<file path="src/rtl/axi4_pkg.sv">
// Shared AXI4 field widths and encodings used by the DMA read path.
package axi4_pkg;
    localparam int         SIZE_BITS  = 3;
    localparam int         LEN_BITS   = 8;
    localparam logic [1:0] BURST_INCR = 2'b01;
endpackage

</file>
<file path="src/rtl/dmac_addr_gen.sv">
// Splits the remaining transfer into the next INCR burst that stays inside
// one MAX_BURST_LEN-beat aligned window.
module dmac_addr_gen
    import axi4_pkg::*;
#(
    parameter int ADDR_WD       = 32,
    parameter int MAX_BURST_LEN = 16
) (
    input  logic [ADDR_WD-1:0]   addr,
    input  logic [ADDR_WD-1:0]   length,
    input  logic [SIZE_BITS-1:0] size,
    output logic [ADDR_WD-1:0]   next_addr,
    output logic [ADDR_WD-1:0]   next_length,
    output logic [LEN_BITS-1:0]  burst_len,
    output logic                 req_last
);
    localparam logic [ADDR_WD-1:0] ONE = ADDR_WD'(1);

    logic [ADDR_WD-1:0] window;
    logic [ADDR_WD-1:0] room;
    logic [ADDR_WD-1:0] chunk;
    logic [ADDR_WD-1:0] last_byte;
    logic [ADDR_WD-1:0] beats_m1;
    logic               unused_hi;

    always_comb begin
        window      = ADDR_WD'(MAX_BURST_LEN) << size;
        room        = window - (addr & (window - ONE));
        req_last    = (length <= room);
        chunk       = req_last ? length : room;
        // Beat count spans first to last touched beat, so partial beats count whole
        last_byte   = addr + chunk - ONE;
        beats_m1    = (last_byte >> size) - (addr >> size);
        next_addr   = addr + chunk;
        next_length = length - chunk;
    end

    // A window never holds more than MAX_BURST_LEN (<= 256) beats
    assign burst_len = beats_m1[LEN_BITS-1:0];
    assign unused_hi = ^beats_m1[ADDR_WD-1:LEN_BITS];
endmodule

</file>
<file path="src/rtl/dmac_burst_issuer.sv">
// Read-side burst sequencer: turns one transfer command into AXI4 AR bursts
// and tracks outstanding bursts until the command has fully completed.
module dmac_burst_issuer
    import axi4_pkg::*;
#(
    parameter int ADDR_WD         = 32,
    parameter int MAX_BURST_LEN   = 16,
    parameter int MAX_OUTSTANDING = 4
) (
    input  logic                 clk,
    input  logic                 rst,
    input  logic                 cmd_valid,
    output logic                 cmd_ready,
    input  logic [ADDR_WD-1:0]   cmd_addr,
    input  logic [ADDR_WD-1:0]   cmd_length,
    input  logic [SIZE_BITS-1:0] cmd_size,
    output logic                 arvalid,
    input  logic                 arready,
    output logic [ADDR_WD-1:0]   araddr,
    output logic [LEN_BITS-1:0]  arlen,
    output logic [SIZE_BITS-1:0] arsize,
    output logic [1:0]           arburst,
    output logic                 ar_last,
    input  logic                 burst_cpl,
    output logic                 busy,
    output logic                 done
);
    localparam int                CNT_WD  = $clog2(MAX_OUTSTANDING + 1);
    localparam logic [CNT_WD-1:0] CNT_MAX = CNT_WD'(MAX_OUTSTANDING);
    localparam logic [CNT_WD-1:0] CNT_ONE = CNT_WD'(1);

    typedef enum logic [1:0] {IDLE, ISSUE, DRAIN} state_t;

    state_t               state, state_nxt;
    logic [ADDR_WD-1:0]   cur_addr, cur_len;
    logic [SIZE_BITS-1:0] cur_size;
    logic [CNT_WD-1:0]    cnt;
    logic [ADDR_WD-1:0]   next_addr, next_length;
    logic [LEN_BITS-1:0]  burst_len;
    logic                 req_last;
    logic                 cmd_fire, ar_fire, cpl_take;

    dmac_addr_gen #(
        .ADDR_WD      (ADDR_WD),
        .MAX_BURST_LEN(MAX_BURST_LEN)
    ) u_addr_gen (
        .addr       (cur_addr),
        .length     (cur_len),
        .size       (cur_size),
        .next_addr  (next_addr),
        .next_length(next_length),
        .burst_len  (burst_len),
        .req_last   (req_last)
    );

    always_comb begin
        state_nxt = state;
        cmd_ready = 1'b0;
        arvalid   = 1'b0;
        arlen     = '0;
        ar_last   = 1'b0;
        done      = 1'b0;
        case (state)
            IDLE: begin
                cmd_ready = 1'b1;
                if (cmd_valid) state_nxt = (cmd_length == '0) ? DRAIN : ISSUE;
            end
            ISSUE: begin
                // cnt only rises on a handshake, so arvalid cannot drop while waiting
                arvalid = (cnt < CNT_MAX);
                arlen   = burst_len;
                ar_last = req_last;
                if (arvalid && arready && req_last) state_nxt = DRAIN;
            end
            DRAIN: begin
                if ((cnt == '0) || ((cnt == CNT_ONE) && burst_cpl)) begin
                    done      = 1'b1;
                    state_nxt = IDLE;
                end
            end
            default: state_nxt = IDLE;
        endcase
    end

    assign cmd_fire = cmd_valid && cmd_ready;
    assign ar_fire  = arvalid && arready;
    assign cpl_take = burst_cpl && (cnt != '0);
    assign araddr   = cur_addr;
    assign arsize   = cur_size;
    assign arburst  = BURST_INCR;
    assign busy     = (state != IDLE);

    always_ff @(posedge clk or posedge rst) begin
        if (rst) begin
            state    <= IDLE;
            cur_addr <= '0;
            cur_len  <= '0;
            cur_size <= '0;
            cnt      <= '0;
        end else begin
            state <= state_nxt;
            if (cmd_fire) begin
                cur_addr <= cmd_addr;
                cur_len  <= cmd_length;
                cur_size <= cmd_size;
            end else if (ar_fire) begin
                cur_addr <= next_addr;
                cur_len  <= next_length;
            end
            if (ar_fire && !cpl_take) cnt <= cnt + CNT_ONE;
            else if (!ar_fire && cpl_take) cnt <= cnt - CNT_ONE;
        end
    end
endmodule

</file>
<file path="config.mk">
export PLATFORM = sky130hd
export DESIGN_NAME = dmac_burst_issuer
export DESIGN_NICKNAME = d
export VERILOG_FILES = /design/src/rtl/axi4_pkg.sv /design/src/rtl/dmac_addr_gen.sv /design/src/rtl/dmac_burst_issuer.sv
export SDC_FILE = /design/constraint.sdc
export NUM_CORES = 1
export LEC_CHECK = 0
export ABC_AREA = 1
export CAP_MARGIN = 20
export CORE_MARGIN = 2
export CORE_UTILIZATION = 30
export CTS_CLUSTER_DIAMETER = 40
export DETAILED_ROUTE_END_ITERATION = 12
export DONT_BUFFER_PORTS = 1
export PLACE_DENSITY = 0.45
export SYNTH_ARGS = -nofsm -noshare
export SYNTH_HDL_FRONTEND = slang
export SYNTH_SLANG_ARGS = --single-unit
</file>
<file path="constraint.sdc">
create_clock -name clk -period 17.3 [get_ports clk]
set_input_delay 2.595 -clock clk [delete_from_list [all_inputs] [get_ports clk]]
set_output_delay 2.595 -clock clk [all_outputs]
set_load 0.01 [all_outputs]
</file>
Word-level counts from Yosys, hierarchy flattened

Index checks and enable logic that the tools add are counted.

Input port bits: 72
Logic and storage cells: 62
Bits in registers: 72
Output and inout bits: 50

Eq/ne operators: 6
Shifts and indexed selects: 3
Muxes and demuxes: 18
Order comparisons: 2
Bitwise gates (word level): 1
Add/sub/neg operators: 8
Reductions and logical operators: 19

Operators by type and width:

| cell                    | number |
|---|---|
| $mux W32                | 5 |
| $shr A32 B3 Y8          | 2 |
| $sub A32 B1 Y32 const B | 2 |
| $sub A32 B32 Y32        | 2 |
| $add A32 B32 Y32        | 1 |
| $and A32 B32 Y32        | 1 |
| $le A32 B32 Y1          | 1 |
| $logic_not A32 Y1       | 1 |
| $shl A5 B3 Y32 const A  | 1 |
| $logic_and A1 B1 Y1     | 8 |
| $mux W2                 | 4 |
| $mux W8                 | 1 |
| $sub A8 B8 Y8           | 1 |
| $mux W3                 | 2 |
| $ne A2 B2 Y1 const B    | 3 |
| $pmux W2 S3             | 1 |
| $reduce_bool A2 Y1      | 3 |
| $mux W1                 | 5 |
| $add A3 B1 Y3 const B   | 1 |
| $eq A3 B1 Y1 const B    | 1 |
| $logic_not A3 Y1        | 1 |
| $lt A3 B3 Y1 const B    | 1 |
| $reduce_and A3 Y1       | 1 |
| $reduce_bool A3 Y1      | 1 |
| 6 further kinds         | 7 |

Depth between registers and ports, before layout

Depth in word-level cells: 11
Mapped depth: 60
Mapped depth without buffers: 57

Cells and area by module

A second synthesis with hierarchy kept.

Cell total of the unflattened synthesis: 1739
Area, all modules: 10999.3 µm²

Modules (own cells, without submodules):

| module            | area each (µm²) | times used | cells an instance | seq. area each (µm²) |
|---|---|---|---|---|
| dmac_addr_gen     | 6650.1          | 1          | 1169              | 0.0 |
| dmac_burst_issuer | 4349.2          | 1          | 570               | 1801.7 |

Worst setup path after synthesis

No wires, ideal clock.

Kind: flip-flop to output port
Start point: register cur_size[2] (netlist: arsize[2])
End point: output arlen[7]
Path buffers: 5
Path slack: 7419 ps
Arrival time: 7286 ps
Stages on the path, launching flop included: 57
Required time: 14705 ps
Path through: dfrtp_1 > buf_2 > inv_1 > clkbuf_1 > clkbuf_1 > nor2_1 > ha_1 > nand2_1 > nor2_1 > nand2_2 > nand2_4 > inv_2 > nor2_4 > inv_2 > nand2_1 > nand2_1 > ha_1 > nand2_1 > [21 not listed] > o21ai_1 > o21ai_1 > nand2_1 > o211ai_1 > ha_1 > a21oi_1 > o21ai_0 > nand2_1 > nand2_1 > a21oi_1 > nor2_1 > nor2_1 > nor2_1 > nor2_1 > xnor2_1 > nand4_1 > nand2_1 > nor2_1

Cells in the longest elaborated chain, start to end: 11
Elaborated cells between the ends (all ways): 12
Those cells by class: add/sub (5); order compare (1); shift (3); mux (2); bitwise (1)

Ends and longest elaborated chain:

| what                     | line                     | RTL |
|---|---|---|
| start: declaration       | dmac_burst_issuer.sv:36  | `logic [SIZE_BITS-1:0] cur_size;` |
| start signal: assignment | dmac_burst_issuer.sv:105 | `cur_size <= cmd_size;` |
| $shl A5 B3 Y32           | dmac_addr_gen.sv:27      | `window = ADDR_WD'(MAX_BURST_LEN) << size;` |
| $sub A32 B1 Y32          | dmac_addr_gen.sv:28      | `room = window - (addr & (window - ONE));` |
| $and A32 B32 Y32         | dmac_addr_gen.sv:28      |  |
| $sub A32 B32 Y32         | dmac_addr_gen.sv:28      |  |
| $le A32 B32 Y1           | dmac_addr_gen.sv:29      | `req_last = (length <= room);` |
| $mux W32                 | dmac_addr_gen.sv:30      | `chunk = req_last ? length : room;` |
| $add A32 B32 Y32         | dmac_addr_gen.sv:32      | `last_byte = addr + chunk - ONE;` |
| $sub A32 B1 Y32          | dmac_addr_gen.sv:32      |  |
| $shr A32 B3 Y8           | dmac_addr_gen.sv:33      | `beats_m1 = (last_byte >> size) - (addr >> size);` |
| $sub A8 B8 Y8 *          | dmac_addr_gen.sv:33      |  |
| $mux W8 *                | dmac_burst_issuer.sv:63  | `case (state)` |
| end: declaration         | dmac_burst_issuer.sv:20  | `output logic [LEN_BITS-1:0] arlen,` |

Mark *: on every way between the ends. The rest lies on a longest branch, timed or not.

Worst setup path after layout

Start point: register cur_size[1] (netlist: arsize[1])
End point: output arlen[7]

The elaborated chain is that of the path after synthesis.

==> metrics.log <==
INFO  metric drt_iter0_drc = 606
INFO  metric fp.dieH = about 190 microns
INFO  metric cts_resized = 0
INFO  metric cts.clk_slew.worst_paths = 70 ps
INFO  metric antenna-diode-count = 0
INFO  metric synth_top_cells_by_count = nand2_1 (470), inv_1 (209), nor2_1 (118)
INFO  metric timing.max_cap.violations = 0
INFO  metric timing.critical_path.required = roughly 15000 ps
INFO  metric synthesis.area_per_instance = 6.22 sq um
INFO  metric setup_tns = 0 ps
INFO  metric grt_setup_unrepaired = false
INFO  metric placeable_core_region = 32600 sq um
INFO  metric post_cts.repair.setup_buffers = 0
INFO  metric synth_cell_types = 52
INFO  metric initial_core_util = 30.5%
INFO  metric grt_pass1_wl = 58.7 mm
INFO  metric synth_most_common_cell = nand2_1
INFO  metric synth-seq-area-share = 18.1%
INFO  metric worst_ep_arrival_time = 9050 ps
INFO  metric insertion_delay_to_the_later_sink_of_the_worst_skew_pair = roughly 380 ps
INFO  metric post-route-drc-count = 0
INFO  metric first_global_vias = 10440
INFO  metric finish.utilization = 33.0%
INFO  metric synth_top_area_share = 18.1%
INFO  metric achievable_clock_frequency = 85.8 MHz
INFO  metric final-setup-viol-count = 0
INFO  metric port_buffers = 0
INFO  metric pin_count_of_the_biggest_net_entering_global_routing = 72
INFO  metric hold_path_class = reg -> reg
INFO  metric mappedNetlistNets = 1784
INFO  metric synthesis.yosys.warnings = 0
INFO  metric layout_worst_path_cycle_share = between 60% and 70%
INFO  metric crit_path_start_kind = flop
INFO  metric fillers = 3675
INFO  metric worst-path-max-fanout = 18
INFO  metric num-nets-final = approximately 1800
INFO  metric vias = ~10000
INFO  metric critical_path_max_stage_delay = a little over 900 ps
INFO  metric place_hpwl = between 30 and 40 mm
INFO  metric boundaryPins = 122
INFO  metric area.growth.synth_to_final = 8.25%
INFO  metric hold_viol = 0
INFO  metric detail-route-antenna-nets = 0
INFO  metric criticalPathCategory = reg -> out
INFO  metric place_congestion = 0.901
INFO  metric clk_root_buffer_cell = clkbuf_16
INFO  metric gr-usage-all-layers = a little under a quarter
INFO  metric routedWlPerCell = 18.7 microns
INFO  metric synth_largest_area_cell = dfrtp_1
INFO  metric die_w = 186 microns
INFO  metric tritoncts_num_sinks = 72
INFO  metric top_cells_by_area_in_the_synthesized_netlist = dfrtp_1 (18%), nand2_1 (18%), ha_1 (14%)
INFO  metric cp_common_cell = nor2_1
INFO  metric end_kind = primary output
INFO  metric synth_edf_count = 0
INFO  metric grt_remaining_overflow = 0
INFO  metric period_needed = 11650 ps
INFO  metric drt_wl_total = 38.0 mm
INFO  metric detail_route.first_pass.iterations = 5
INFO  metric asyncSetResetFlopFracSynth = 100%
INFO  metric cts-buffers-inserted = 9
INFO  metric yosys_most_used_dff = dfrtp_1
INFO  metric timing_worst_slew_pin_value = 875 ps
INFO  metric worst_clock_skew = 9.52 ps
INFO  metric htreeDepth = 3
INFO  metric fp.dieArea = between 30000 and 40000 sq um
INFO  metric fraction_of_layout_cells_with_a_size_suffix_above_1 = 5.74%
INFO  metric maxSlewViolCount = 0
INFO  metric timing.max_slew.rel_slack = 41.7%
INFO  metric critical_path.slowest_cell = dfrtp_1
INFO  metric status = complete, no violations
INFO  metric synth.cell_area = between 9000 and 10000 sq um
INFO  metric cts_hold_buf = 0
INFO  metric viasPerCell = 5.16
INFO  metric core.rowCount = 66
INFO  metric syn-instance-count = 1597
INFO  metric cts-root-to-sink-buffers = 2
INFO  metric grt_antenna_before_repair = 0
INFO  metric cts_tree = yes
INFO  metric yosys_register_bits = 72
==> metal layers <==
layer  vias to the layer above  global-route usage (%)  share of wire (%)
met5                         -                       0                  0
met4                         0                    7.59                2.9
met3                        56                    3.87                4.2
met2                       237                    41.1                 50
met1                      4871                    26.4                 43
li1                       5304                       -                  -
==> area by class of cell <==
type / instances / area (sq um) / area share [%]
inverters: 224 / 842 / 7.83
clock inverters: 6 / 115 / 1.07
clock buffers: 10 / 229 / 2.13
flip-flops and latches: 72 / 1800 / 16.7
well taps: 442 / 553 / 5.14
multi-input cells: 1264 / 7150 / 66.5
repair buffers: 9 / 67.6 / 0.628
==> cells in the final DEF, fill, tap and decap left out, types with 4 or more instances in the layout <==
cell and instances:
a21boi_0 4, a21oi_1 109, a22o_1 4, a31oi_1 11, and2_1 4, buf_4 9
clkbuf_16 9, clkinv_1 5, dfrtp_1 72, ha_1 112, inv_1 208, inv_2 10
nand2_1 470, nand2_2 12, nand3_1 81, nand3_2 9, nand4_1 22, nor2_1 115
nor2_2 11, nor2_4 6, nor3_1 16, nor4_1 14, o211ai_1 41, o21a_1 5
o21ai_0 100, o21ai_1 11, o21ai_2 7, o21bai_1 9, o221ai_1 17, or2_2 4
xnor2_1 15, xor2_1 22
==> through the flow <==
| step | cell area (sq um) | instances | worst slack, ps | hold WS (ps) |
|---|---|---|---|---|
| final | 10800 | 2027 | 5650 | 531 |
| after global placement | 10400 | 2011 | 6210 | 510 |
| after CTS | 10800 | 2027 | 5630 | 535 |
| after detailed placement | 10400 | 2011 | 6100 | 519 |
| after global routing | 10800 | 2027 | 4680 | 570 |
| after floorplan | 9940 | 1597 | 7420 | 475 |
==> sequential cells by signal, indices dropped and copies added (netlist names) <==
name     cells
arsize       3
cur_len     32
cnt          3
state        2
araddr      32
==> final timing paths <==
path	slack, ps	endpoint	cells past startpoint	start
max in group asynchronous	14090	cur_len[3]	2	rst
min in group asynchronous	2160	araddr[16]	1	rst
min	530	cnt[1]	2	cnt[1]
max reg2reg	9840	cur_len[27]	35	arsize[1]
min reg2reg	530	cnt[1]	2	cnt[1]
max	5650	arlen[7]	47	arsize[1]
==> worst max-delay path: cells and delay by family (launching register included) <==
family | cells | cell delay [ps]
fa+ha+maj | 5 | 1760
compound gates | 9 | 1550
xor+xnor | 1 | 90
simple gates | 28 | 4020
flops | 1 | 920
buf+inv | 4 | 340
==> cell families (layout without fill, tap and decap cells) <==
family                     count (synthesis)  count (layout)  synth area share [%]
xor gates and xnor gates                  37              37                  3.26
DFF                                       72              72                  18.1
adders and majority gates                115             115                  14.7
other                                      2               2                0.0756
muxes                                      2               2                 0.201
AOI/OAI and AO/OA                        337             337                  20.3
and+or+nand+nor                          771             771                  33.2
buffers and inverters                    261             249                  10.1
Power is not shown: default switching activity piles up to over one toggle a cycle in this logic, so the estimate is an artifact.
